`src/rtl/imm_gen_pipe_if.sv`:
```
// imm_gen_pipe handshake bundle: upstream instr/select/tag in,
// extended immediate plus illegal flag and error count out.
interface imm_gen_pipe_if #(
  parameter int XLEN  = 32,
  parameter int TAG_W = 5,
  parameter int CNT_W = 8
);
  logic             in_valid;
  logic             in_ready;
  logic [24:0]      instr;
  logic [2:0]       imm_src;
  logic [TAG_W-1:0] in_tag;
  logic             out_valid;
  logic             out_ready;
  logic [XLEN-1:0]  immext;
  logic [TAG_W-1:0] out_tag;
  logic             out_illegal;
  logic [CNT_W-1:0] err_count;

  modport master (
    output in_valid, instr, imm_src, in_tag, out_ready,
    input  in_ready, out_valid, immext, out_tag,
    input  out_illegal, err_count
  );

  modport slave (
    input  in_valid, instr, imm_src, in_tag, out_ready,
    output in_ready, out_valid, immext, out_tag,
    output out_illegal, err_count
  );
endinterface

```
`src/rtl/imm_gen_pipe.sv`:
```
// Pipelined immediate extender with 2-entry skid (R + S).
// Define IMM_CSR_EN to decode imm_src=101 as the Zicsr uimm.
module imm_gen_pipe #(
  parameter int XLEN  = 32,
  parameter int TAG_W = 5,
  parameter int CNT_W = 8
) (
  input  logic            clk,
  input  logic            rst_n,
  imm_gen_pipe_if.slave   bus
);

  logic [24:0]      w_i;
  logic [31:0]      w_imm32;
  logic [XLEN-1:0]  w_imm;
  logic             w_ill;
  logic             w_acc;
  logic             w_load;

  logic             r_valid;
  logic [XLEN-1:0]  r_imm;
  logic [TAG_W-1:0] r_tag;
  logic             r_ill;
  logic             r_s_valid;
  logic [XLEN-1:0]  r_s_imm;
  logic [TAG_W-1:0] r_s_tag;
  logic             r_s_ill;
  logic [CNT_W-1:0] r_err;

  assign w_i = bus.instr;

  // w_i[k] is instr[k+7]
  always_comb begin
    w_imm32 = '0;
    w_ill   = 1'b0;
    unique case (bus.imm_src)
      3'b000: w_imm32 = {{20{w_i[24]}}, w_i[24:13]};
      3'b001: w_imm32 = {{20{w_i[24]}}, w_i[24:18],
                         w_i[4:0]};
      3'b010: w_imm32 = {{19{w_i[24]}}, w_i[24], w_i[0],
                         w_i[23:18], w_i[4:1], 1'b0};
      3'b011: w_imm32 = {{11{w_i[24]}}, w_i[24], w_i[12:5],
                         w_i[13], w_i[23:14], 1'b0};
      3'b100: w_imm32 = {w_i[24:5], 12'b0};
`ifdef IMM_CSR_EN
      3'b101: w_imm32 = {27'b0, w_i[12:8]};
`endif
      default: w_ill = 1'b1;
    endcase
  end

  assign w_imm  = XLEN'($signed(w_imm32));
  assign w_acc  = bus.in_valid & ~r_s_valid;
  assign w_load = ~r_valid | bus.out_ready;

  always_ff @(posedge clk or negedge rst_n) begin
    if (!rst_n) begin
      r_valid   <= 1'b0;
      r_imm     <= '0;
      r_tag     <= '0;
      r_ill     <= 1'b0;
      r_s_valid <= 1'b0;
      r_s_imm   <= '0;
      r_s_tag   <= '0;
      r_s_ill   <= 1'b0;
      r_err     <= '0;
    end else begin
      if (w_acc && w_ill && r_err != '1)
        r_err <= r_err + 1'b1;
      if (w_load) begin
        if (r_s_valid) begin
          r_valid   <= 1'b1;
          r_imm     <= r_s_imm;
          r_tag     <= r_s_tag;
          r_ill     <= r_s_ill;
          r_s_valid <= w_acc;
          if (w_acc) begin
            r_s_imm <= w_imm;
            r_s_tag <= bus.in_tag;
            r_s_ill <= w_ill;
          end
        end else if (w_acc) begin
          r_valid <= 1'b1;
          r_imm   <= w_imm;
          r_tag   <= bus.in_tag;
          r_ill   <= w_ill;
        end else begin
          r_valid <= 1'b0;
        end
      end else if (w_acc) begin
        // R stalled: park the new item in S
        r_s_valid <= 1'b1;
        r_s_imm   <= w_imm;
        r_s_tag   <= bus.in_tag;
        r_s_ill   <= w_ill;
      end
    end
  end

  assign bus.in_ready    = ~r_s_valid;
  assign bus.out_valid   = r_valid;
  assign bus.immext      = r_imm;
  assign bus.out_tag     = r_tag;
  assign bus.out_illegal = r_ill;
  assign bus.err_count   = r_err;

endmodule
```
`src/flat_wrapper.sv`:
```
// flat-port wrapper written by rule: the top's interface ports become plain ports
module imm_gen_pipe_flat 
#(
  parameter int XLEN  = 32,
  parameter int TAG_W = 5,
  parameter int CNT_W = 8
)
  (clk, rst_n, bus_in_valid, bus_instr, bus_imm_src, bus_in_tag, bus_out_ready, bus_in_ready, bus_out_valid, bus_immext, bus_out_tag, bus_out_illegal, bus_err_count);
  imm_gen_pipe_if #(.XLEN(XLEN), .TAG_W(TAG_W), .CNT_W(CNT_W)) bus_i ();
  input  logic clk;
  input  logic rst_n;
  input wire logic [$bits(bus_i.in_valid)-1:0] bus_in_valid;
  input wire logic [$bits(bus_i.instr)-1:0] bus_instr;
  input wire logic [$bits(bus_i.imm_src)-1:0] bus_imm_src;
  input wire logic [$bits(bus_i.in_tag)-1:0] bus_in_tag;
  input wire logic [$bits(bus_i.out_ready)-1:0] bus_out_ready;
  output wire logic [$bits(bus_i.in_ready)-1:0] bus_in_ready;
  output wire logic [$bits(bus_i.out_valid)-1:0] bus_out_valid;
  output wire logic [$bits(bus_i.immext)-1:0] bus_immext;
  output wire logic [$bits(bus_i.out_tag)-1:0] bus_out_tag;
  output wire logic [$bits(bus_i.out_illegal)-1:0] bus_out_illegal;
  output wire logic [$bits(bus_i.err_count)-1:0] bus_err_count;
  assign bus_i.in_valid = bus_in_valid;
  assign bus_i.instr = bus_instr;
  assign bus_i.imm_src = bus_imm_src;
  assign bus_i.in_tag = bus_in_tag;
  assign bus_i.out_ready = bus_out_ready;
  assign bus_in_ready = bus_i.in_ready;
  assign bus_out_valid = bus_i.out_valid;
  assign bus_immext = bus_i.immext;
  assign bus_out_tag = bus_i.out_tag;
  assign bus_out_illegal = bus_i.out_illegal;
  assign bus_err_count = bus_i.err_count;
  imm_gen_pipe #(.XLEN(XLEN), .TAG_W(TAG_W), .CNT_W(CNT_W)) u_core (.clk(clk), .rst_n(rst_n), .bus(bus_i));
endmodule
```
`config.mk`:
```
export PLATFORM = sky130hd
export DESIGN_NAME = imm_gen_pipe_flat
export DESIGN_NICKNAME = d
export VERILOG_FILES = /design/src/rtl/imm_gen_pipe_if.sv /design/src/rtl/imm_gen_pipe.sv /design/src/flat_wrapper.sv
export SDC_FILE = /design/constraint.sdc
export NUM_CORES = 1
export LEC_CHECK = 0
export ABC_CLOCK_PERIOD_IN_PS = 1500
export CAP_MARGIN = 10
export CORE_ASPECT_RATIO = 0.75
export CORE_MARGIN = 1.5
export CORE_UTILIZATION = 55
export DETAILED_ROUTE_END_ITERATION = 6
export DONT_BUFFER_PORTS = 1
export PLACE_DENSITY = 0.73
export SYNTH_ARGS = -nofsm -noshare
export SYNTH_HDL_FRONTEND = slang
export SYNTH_SLANG_ARGS = --single-unit
```
`constraint.sdc`:
```
create_clock -name clk -period 1.5 [get_ports clk]
set_input_delay 0.3 -clock clk [delete_from_list [all_inputs] [get_ports clk]]
set_output_delay 0.3 -clock clk [all_outputs]
set_load 0.03 [all_outputs]
```
==> results of run 1 <==
## flip-flops by register name (all words and copies together) (netlist names)
| register | flops |
|---|---|
| u_core.bus.out_valid | 1 |
| u_core.bus.err_count | 8 |
| u_core.bus.out_illegal | 1 |
| u_core.bus.out_tag | 5 |
| u_core.r_s_imm | 32 |
| u_core.bus.immext | 32 |
| u_core.r_s_valid | 1 |
| u_core.r_s_tag | 5 |
| u_core.r_s_ill | 1 |
## final cells by class
cell class              count  area, um^2  area share [%]
multi-input cells         317        1725           38.25
inverters                   3       13.76          0.3051
flip-flops and latches     86        2155           47.77
clock buffers              13       158.9           3.523
well taps                  98       122.6           2.718
repair buffers             34       292.8           6.491
clock inverters             3       42.54          0.9431
## cell families after synthesis
family / share of synthesized area (%)
AOI/OAI and AO/OA: 19.21
and+or+nand+nor: 17.48
buffers and inverters: 3.873
muxes: 4.125
DFF: 54.16
adders and majority gates: 0.3148
xor gates and xnor gates: 0.8503
## layer usage
metal  track usage, %  vias up  share of wire [%]
met2            38.32       91                 48
met1            36.99     1528                 45
met3            7.982        5                6.8
li1                 -     1536                  -
met5                0        -                  0
met4            6.528        0               0.61
## stage by stage
| step | area, um^2 | worst slack, ns | utilization (%) | hold WS, ns | power (mW) |
|---|---|---|---|---|---|
| floorplan | 3989 | 0.02524 | - | 0.004409 | 4.441 |
| global placement | 4250 | 0.1143 | 61.63 | 0.007008 | 4.820 |
| detailed placement | 4250 | 0.07331 | 61.63 | 0.007430 | 4.894 |
| CTS | 4471 | 0.01091 | 64.82 | -0.3734 | 6.532 |
| global route | 4511 | 0.002951 | 65.40 | -0.3931 | 6.896 |
| finish | 4511 | 0.07546 | 65.40 | -0.3588 | 6.522 |
## placed cells by master (no fill, tap or decap), types with 3 or more instances in the layout
cell | Yosys | final
a21oi_1 | 58 | 58
buf_4 | 1 | 28
clkbuf_8 | 0 | 11
dfrtp_1 | 86 | 84
mux2_2 | 3 | 3
mux2i_1 | 13 | 13
nand2_1 | 85 | 84
nand2b_1 | 9 | 8
nand3_1 | 17 | 17
nor2_1 | 32 | 29
nor2b_1 | 4 | 4
o211ai_1 | 9 | 9
o21ai_0 | 52 | 47
o21ai_1 | 1 | 5
o22a_1 | 8 | 8
o31ai_1 | 4 | 4
or3_1 | 5 | 5
## worst max-delay path by stage
stage                            startpoint                       to  cells after the start
detailed placement         u_core.r_s_valid    u_core.bus.immext[13]                      5
CTS                        u_core.r_s_valid  u_core.bus.err_count[5]                      5
floorplan           u_core.bus.err_count[0]  u_core.bus.err_count[1]                      5
global placement           u_core.r_s_valid    u_core.bus.immext[12]                      5
finish                     u_core.r_s_valid             bus_in_ready                      3
global route        u_core.bus.err_count[0]  u_core.bus.err_count[1]                      5
## critical path: stages (launching register included)
cell and delay (ns):
dfrtp_1 0.41, buf_12 0.16, inv_4 0.07, buf_8 0.14
## power groups by stage
stage                     registers (mW)  logic (mW)  clock network [mW]
after floorplan                     3.69       0.755                   0
after global placement              3.56        1.26                   0
after detailed placement            3.58        1.31                   0
after CTS                           3.54        1.32                1.67
after global routing                3.60        1.50                1.79
final                               3.54        1.35                1.63
## repair_timing
item | 4_1_cts | 5_1_grt
cloned | 1 | 0
buffers inserted | 1 | 0
pin swaps | 0 | 1
gates resized for setup | 3 | 15
setup endpoints to repair | 1 | 36
hold endpoints to repair | 86 | 86
==> metrics, run 1 <==
setup tns final=0 ns; Synth-to-Final Area Change=13.51%; Tcrit/Tclk final=94.97%; share of cells above drive strength 1=14.25%; syn_nets=477; switching power=2.292 mW; row cnt=26; number of synthesized flops with an enable pin=0; unrepaired setup endpoints after global routing=no; CTS tree=built; Via-to-Cell Ratio=5.704; most common cell in the netlist=dfrtp_1; worst-case reg-to-reg path depth=5; Inserted Diodes=0; Routed WL=9359 um; CTS Buffer Depth=2; worst vdd ir=0.7493 mV; Final setup viols=0; Lkg Pwr=1.977 nW; Sinks on Clock Net=86; WP data arrival=1.12 ns; max-slew violation count=0; min-delay worst type=primary input to asynchronous set/reset pin; post-synth top area share=54.16%; worst reg-to-reg setup slack=0.08 ns; CTS buffer count=9; Antenna Nets Post-Route=0; first-pass GRT wire length=15,640 um; register area share after synthesis=54.16%; power per cell area=1446 mW/mm^2; hold slack=-0.3588 ns; Period minus WS final=1.425 ns; die height=76.62 um; Initial Utilization=57.62%; routed via count=3,160; Setup CP Type=flip-flop to output pin; WP data required=1.20 ns; drt drc=0; RR Startpoint=u_core.bus.err_count[0]; Max-slew headroom=66.66%; synthesized area per cell=9.052 um^2; post-synth cell types=33; power share of the clock group=25.0%; Worst-path clk slew=0.08 ns; H-tree levels=3; worst-path maximum fanout=17; post-layout net count=489; placed cells=536; critical path endpoint category=output pin; internal power=4.230 mW; Seq pwr share=54.3%; antenna violations before repair=0; clock skew=0.007222 ns; largest net degree at the start of global routing=87; GRT Resource Usage Total=25.78%; CTS root buf=clkbuf_8; Final Hold Fails=86; Worst Max-Slew Pin Slew=0.4968 ns; Synth Instances=439; mapped cell area=0.003974 mm^2; Synth Warn #=0; io pins=85; max-cap viol count=0; Post-synth top flop=dfrtp_1; Switching Fraction=35.14%; Synth area leader=dfrtp_1; #FFs+latches synth=86; Pre-antenna DRT Iters=4; startpoint types=flip-flop; die area=0.007750 mm^2; final global-route overflow total=0; ranking of synthesized cells by area=dfrtp_1 (54%), nand2_1 (8.0%), a21oi_1 (7.3%); RD Place Congestion=0.8385; DR iter-0 viols=234; reg2reg end=u_core.bus.err_count[1]; DP HPWL=6506 um; fillers=567; status=finished with violations; I/O Buffers=0; final non-filler cell total=554; Commonest cells post-synth=dfrtp_1 (86), nand2_1 (85), a21oi_1 (58); Routed wire per std cell=16.89 um; clk_lat worst skew=0.34 ns; Placeable Area=0.006897 mm^2; Die Width=101.2 um; vias in the first global route=3,063; combinational share of power=20.7%; async set-or-reset flop fraction in the synthesized netlist=100.0%; fmax=702.0 MHz; failing checks=negative hold slack
Power figures use the tool's default switching activity.
==> run 2: changes to the inputs <==
--- a/config.mk
+++ b/config.mk
@@ -12,7 +12,8 @@
 export CORE_UTILIZATION = 55
 export DETAILED_ROUTE_END_ITERATION = 6
 export DONT_BUFFER_PORTS = 1
-export PLACE_DENSITY = 0.73
+export PLACE_DENSITY_LB_ADDON = 0.15
+export SETUP_SLACK_MARGIN = 0.4
 export SYNTH_ARGS = -nofsm -noshare
 export SYNTH_HDL_FRONTEND = slang
 export SYNTH_SLANG_ARGS = --single-unit
==> metrics, run 2 (same netlist as run 1, synthesis figures left out) <==
Tcrit/Tclk final=91.52%; share of cells above drive strength 1=37.50%; die height=76.62 um; post-layout net count=505; Placeable Area=0.006897 mm^2; Seq pwr share=49.8%; min-delay worst type=primary input to asynchronous set/reset pin; clk_lat worst skew=0.39 ns; Inserted Diodes=0; Setup CP Type=flip-flop to flip-flop; Worst-path clk slew=0.09 ns; fmax=728.5 MHz; DP HPWL=6949 um; Via-to-Cell Ratio=5.965; Die Width=101.2 um; drt drc=0; Post-CTS Hold Buffers=1; Max-slew headroom=66.98%; setup tns final=0 ns; Final setup viols=0; critical path's top delay family=flip-flops; Initial Utilization=57.62%; Buf/Inv on CP=1; final global-route overflow total=0; worst-path maximum fanout=21; switching power=2.644 mW; hold slack=-0.3981 ns; io pins=85; WP data required=1.78 ns; DP Area=0.004494 mm^2; clock skew=0.01791 ns; worst vdd ir=0.7850 mV; combinational share of power=23.5%; routed via count=3,400; startpoint types=flip-flop; CTS root buf=clkbuf_8; Routed WL=10,580 um; RD Place Congestion=0.8228; I/O Buffers=0; CP cell instances=nor2b_4 > nand3_4 > buf_12 > o31ai_1; Final Hold Fails=86; Slowest-stage cell, CP=dfrtp_2; vias in the first global route=3,474; Period minus WS final=1.373 ns; power share of the clock group=26.7%; Switching Fraction=36.43%; Pre-antenna DRT Iters=5; max-slew violation count=0; largest net degree at the start of global routing=87; CTS Buffer Depth=2; die area=0.007750 mm^2; critical path endpoint category=flip-flop; fillers=483; worst reg-to-reg setup slack=0.13 ns; power per cell area=1415 mW/mm^2; post-route cell area=0.005130 mm^2; Antenna Nets Post-Route=0; first-pass GRT wire length=17,600 um; GRT Resource Usage Total=29.70%; Worst Max-Slew Pin Slew=0.4943 ns; DR iter-0 viols=269; WP data arrival=1.65 ns; internal power=4.614 mW; Lkg Pwr=2.124 nW; antenna violations before repair=0; max incr delay on CP=0.43 ns; CTS tree=built; most frequent cells in the layout=nand2_1 (82), dfrtp_2 (48), dfrtp_1 (38); Synth-to-Final Area Change=29.09%; H-tree levels=3; Routed wire per std cell=18.57 um; max-cap viol count=0; unrepaired setup endpoints after global routing=yes; status=finished with violations; CTS buffer count=9; row cnt=26; Sinks on Clock Net=86; commonest non-fill, non-tap cell in the layout=nand2_1; failing checks=negative hold slack
-- run 2: changes by cell type in the layout (fill, tap and decap cells not counted), moves of 4 or more --
cell and delta:
o21ai_1 +32, a21oi_2 +31, dfrtp_2 +46, a21oi_1 -31, nor2_4 +5, dfrtp_1 -46, nand3_1 -4, buf_6 +17
o21ai_0 -33, inv_8 +4
-- run 2: worst paths after layout --
check | startpoint | end | cells past startpoint
max in group asynchronous | rst_n | u_core.bus.immext[13] | 0
min in group clk | bus_imm_src[2] | u_core.r_s_imm[4] | 1
min | rst_n | u_core.bus.err_count[7] | 0
max | u_core.bus.out_valid | u_core.r_s_imm[3] | 4
min reg2reg | u_core.r_s_tag[0] | u_core.r_s_tag[0] | 2
max reg2reg | u_core.bus.out_valid | u_core.r_s_imm[3] | 4
-- run 2: cell type report --
class	count	area (um^2)	area share [%]
clock buffer	9	123.9	2.415
clock inverter	7	112.6	2.195
inverter	3	13.76	0.2683
multi-input combinational	317	2033	39.63
sequential	86	2212	43.12
tap	98	122.6	2.390
timing repair buffer	50	511.7	9.976
-- run 2: what timing repair did --
| item | CTS | global route |
|---|---|---|
| buffers inserted | 12 | 4 |
| gates cloned | 2 | 0 |
| hold endpoints to repair | 87 | 86 |
| setup endpoints to repair | 131 | 132 |
| resized for setup | 78 | 10 |
| pin swaps | 11 | 7 |
-- run 2: metrics by stage --
step / setup slack [ns] / std cells / hold WS [ns] / util [%] / total power, mW
after floorplan: 0.1283 / 439 / 0.004409 / - / 4.676
after global placement: 0.1492 / 535 / 0.006593 / 65.17 / 4.992
after detailed placement: 0.09919 / 535 / 0.006354 / 65.17 / 5.068
after CTS: 0.1438 / 566 / -0.4118 / 73.24 / 7.227
after global routing: 0.07251 / 570 / -0.4186 / 74.38 / 7.602
final: 0.1272 / 570 / -0.3981 / 74.38 / 7.259
-- run 2: power by group through the flow --
stage	clock network [mW]	logic (mW)	registers [mW]
finish	1.94	1.70	3.62
global route	2.05	1.88	3.67
CTS	1.95	1.66	3.61
detailed placement	0	1.46	3.60
global placement	0	1.41	3.58
floorplan	0	0.972	3.70
-- run 2: routing by layer --
layer	wire length, um	track usage (%)
met1	4531	39.52
met2	5025	45.70
met3	872	9.358
met4	155	10.97
met5	0	0
==> run 3: changes to the inputs <==
--- a/config.mk
+++ b/config.mk
@@ -5,11 +5,12 @@
 export SDC_FILE = /design/constraint.sdc
 export NUM_CORES = 1
 export LEC_CHECK = 0
+export ABC_AREA = 0
 export ABC_CLOCK_PERIOD_IN_PS = 1500
 export CAP_MARGIN = 10
 export CORE_ASPECT_RATIO = 0.75
 export CORE_MARGIN = 1.5
-export CORE_UTILIZATION = 55
+export CORE_UTILIZATION = 57
 export DETAILED_ROUTE_END_ITERATION = 6
 export DONT_BUFFER_PORTS = 1
 export PLACE_DENSITY_LB_ADDON = 0.15
==> metrics, run 3 (same netlist as run 1, synthesis figures left out) <==
Inserted Diodes=0; WP data arrival=1.78 ns; power per cell area=1306 mW/mm^2; DR iter-0 viols=302; worst reg-to-reg setup slack=-0.01 ns; most frequent cells in the layout=nand2_1 (53), dfrtp_2 (47), dfrtp_1 (39); io pins=85; RD Place Congestion=0.7996; GRT Resource Usage Total=32.46%; Final Hold Fails=86; unrepaired setup endpoints after global routing=yes; Via-to-Cell Ratio=6.517; H-tree levels=3; Setup CP Type=flip-flop to flip-flop; I/O Buffers=0; status=finished with violations; max-cap viol count=0; startpoint types=flip-flop; commonest non-fill, non-tap cell in the layout=nand2_1; Pre-antenna DRT Iters=5; fmax=661.5 MHz; hold slack=-0.3909 ns; routed via count=3,695; final global-route overflow total=0; worst-path maximum fanout=8; Initial Utilization=58.73%; vias in the first global route=3,595; Synth-to-Final Area Change=44.84%; Max-slew headroom=65.64%; DP HPWL=6162 um; Final setup viols=2; Worst-path clk slew=0.09 ns; share of cells above drive strength 1=51.14%; Die Width=99.41 um; max-slew violation count=0; CTS root buf=clkbuf_8; Routed wire per std cell=22.37 um; post-layout net count=516; CTS tree=built; antenna violations before repair=0; WP data required=1.76 ns; CP endpoint=u_core.bus.immext[14]; critical path endpoint category=flip-flop; CTS Buffer Depth=2; largest net degree at the start of global routing=87; worst-case reg-to-reg path depth=8; Placeable Area=0.006766 mm^2; worst vdd ir=0.9529 mV; Period minus WS final=1.512 ns; drt drc=0; Routed WL=12,690 um; RR Startpoint=u_core.r_s_valid; Lkg Pwr=2.375 nW; first-pass GRT wire length=18,240 um; Setup crit start=u_core.r_s_valid; row cnt=26; clock skew=0.01194 ns; failing checks=negative hold slack, negative setup slack; Worst Max-Slew Pin Slew=0.5010 ns; clk_lat worst skew=0.37 ns; setup tns final=-0.01345 ns; min-delay worst type=primary input to asynchronous set/reset pin; CTS buffer count=9; Tcrit/Tclk final=100.8%; die height=75.31 um; Antenna Nets Post-Route=0; fin worst setup slack=-0.01161 ns; die area=0.007487 mm^2; Sinks on Clock Net=86; reg2reg end=u_core.bus.immext[14]
run 3: metal layers:
metal | global-route usage [%] | wire length (um) | vias to the layer above
met3 | 9.725 | 1069 | 32
met2 | 56.01 | 6339 | 201
met5 | 0 | 0 | -
met4 | 10.80 | 287 | 0
met1 | 40.14 | 4990 | 1862
li1 | - | - | 1600
run 3: layout make-up:
cell class | instances | area (um^2)
Multi-Input combinational cell | 319 | 2346
Sequential cell | 86 | 2211
Fill cell | 360 | 1011
Timing Repair Buffer | 59 | 873.3
Clock buffer | 10 | 127.6
Tap cell | 84 | 105.1
Clock inverter | 6 | 68.82
Inverter | 3 | 23.77
run 3: through the flow:
| step | setup WS [ns] | instance area [um^2] | instances | util [%] | power [mW] |
|---|---|---|---|---|---|
| final | -0.01161 | 5756 | 567 | 85.06 | 7.515 |
| after global routing | -0.07600 | 5756 | 567 | 85.06 | 7.820 |
| after CTS | 0.01652 | 5348 | 563 | 79.03 | 7.094 |
| after detailed placement | 0.03151 | 4439 | 516 | 65.61 | 5.029 |
| after global placement | 0.1367 | 4439 | 516 | 65.61 | 4.963 |
| after floorplan | 0.1283 | 4424 | 439 | - | 4.676 |
run 3: how the worst min path moves through the flow:
stage | from | to | slack, ns
finish | rst_n | u_core.bus.immext[22] | -0.39
global route | rst_n | u_core.bus.immext[2] | -0.41
CTS | rst_n | u_core.bus.immext[26] | -0.39
detailed placement | rst_n | u_core.bus.immext[25] | 0.006
global placement | rst_n | u_core.bus.immext[26] | 0.006
floorplan | rst_n | u_core.bus.err_count[0] | 0.004
run 3: worst max-delay path, stage by stage, from the launching register on:
cell,delay (ns)
dfrtp_2,0.45
buf_6,0.13
buf_8,0.12
o21ai_4,0.16
buf_6,0.14
buf_6,0.10
buf_8,0.12
nand2_2,0.05
o211ai_1,0.12
run 3: repair_timing:
action / in CTS / in global routing
gates cloned: 13 / 1
hold endpoints to repair: 86 / 86
setup buffers: 18 / 3
pin swaps: 16 / 15
gates resized for setup: 101 / 93
endpoints found under the setup margin: 132 / 134
run 3: report_power, final:
part	internal (mW)	total [mW]	switching [mW]
Combinational	1.04	2.14	1.10
Clock	0.786	1.69	0.905
Sequential	2.85	3.68	0.824
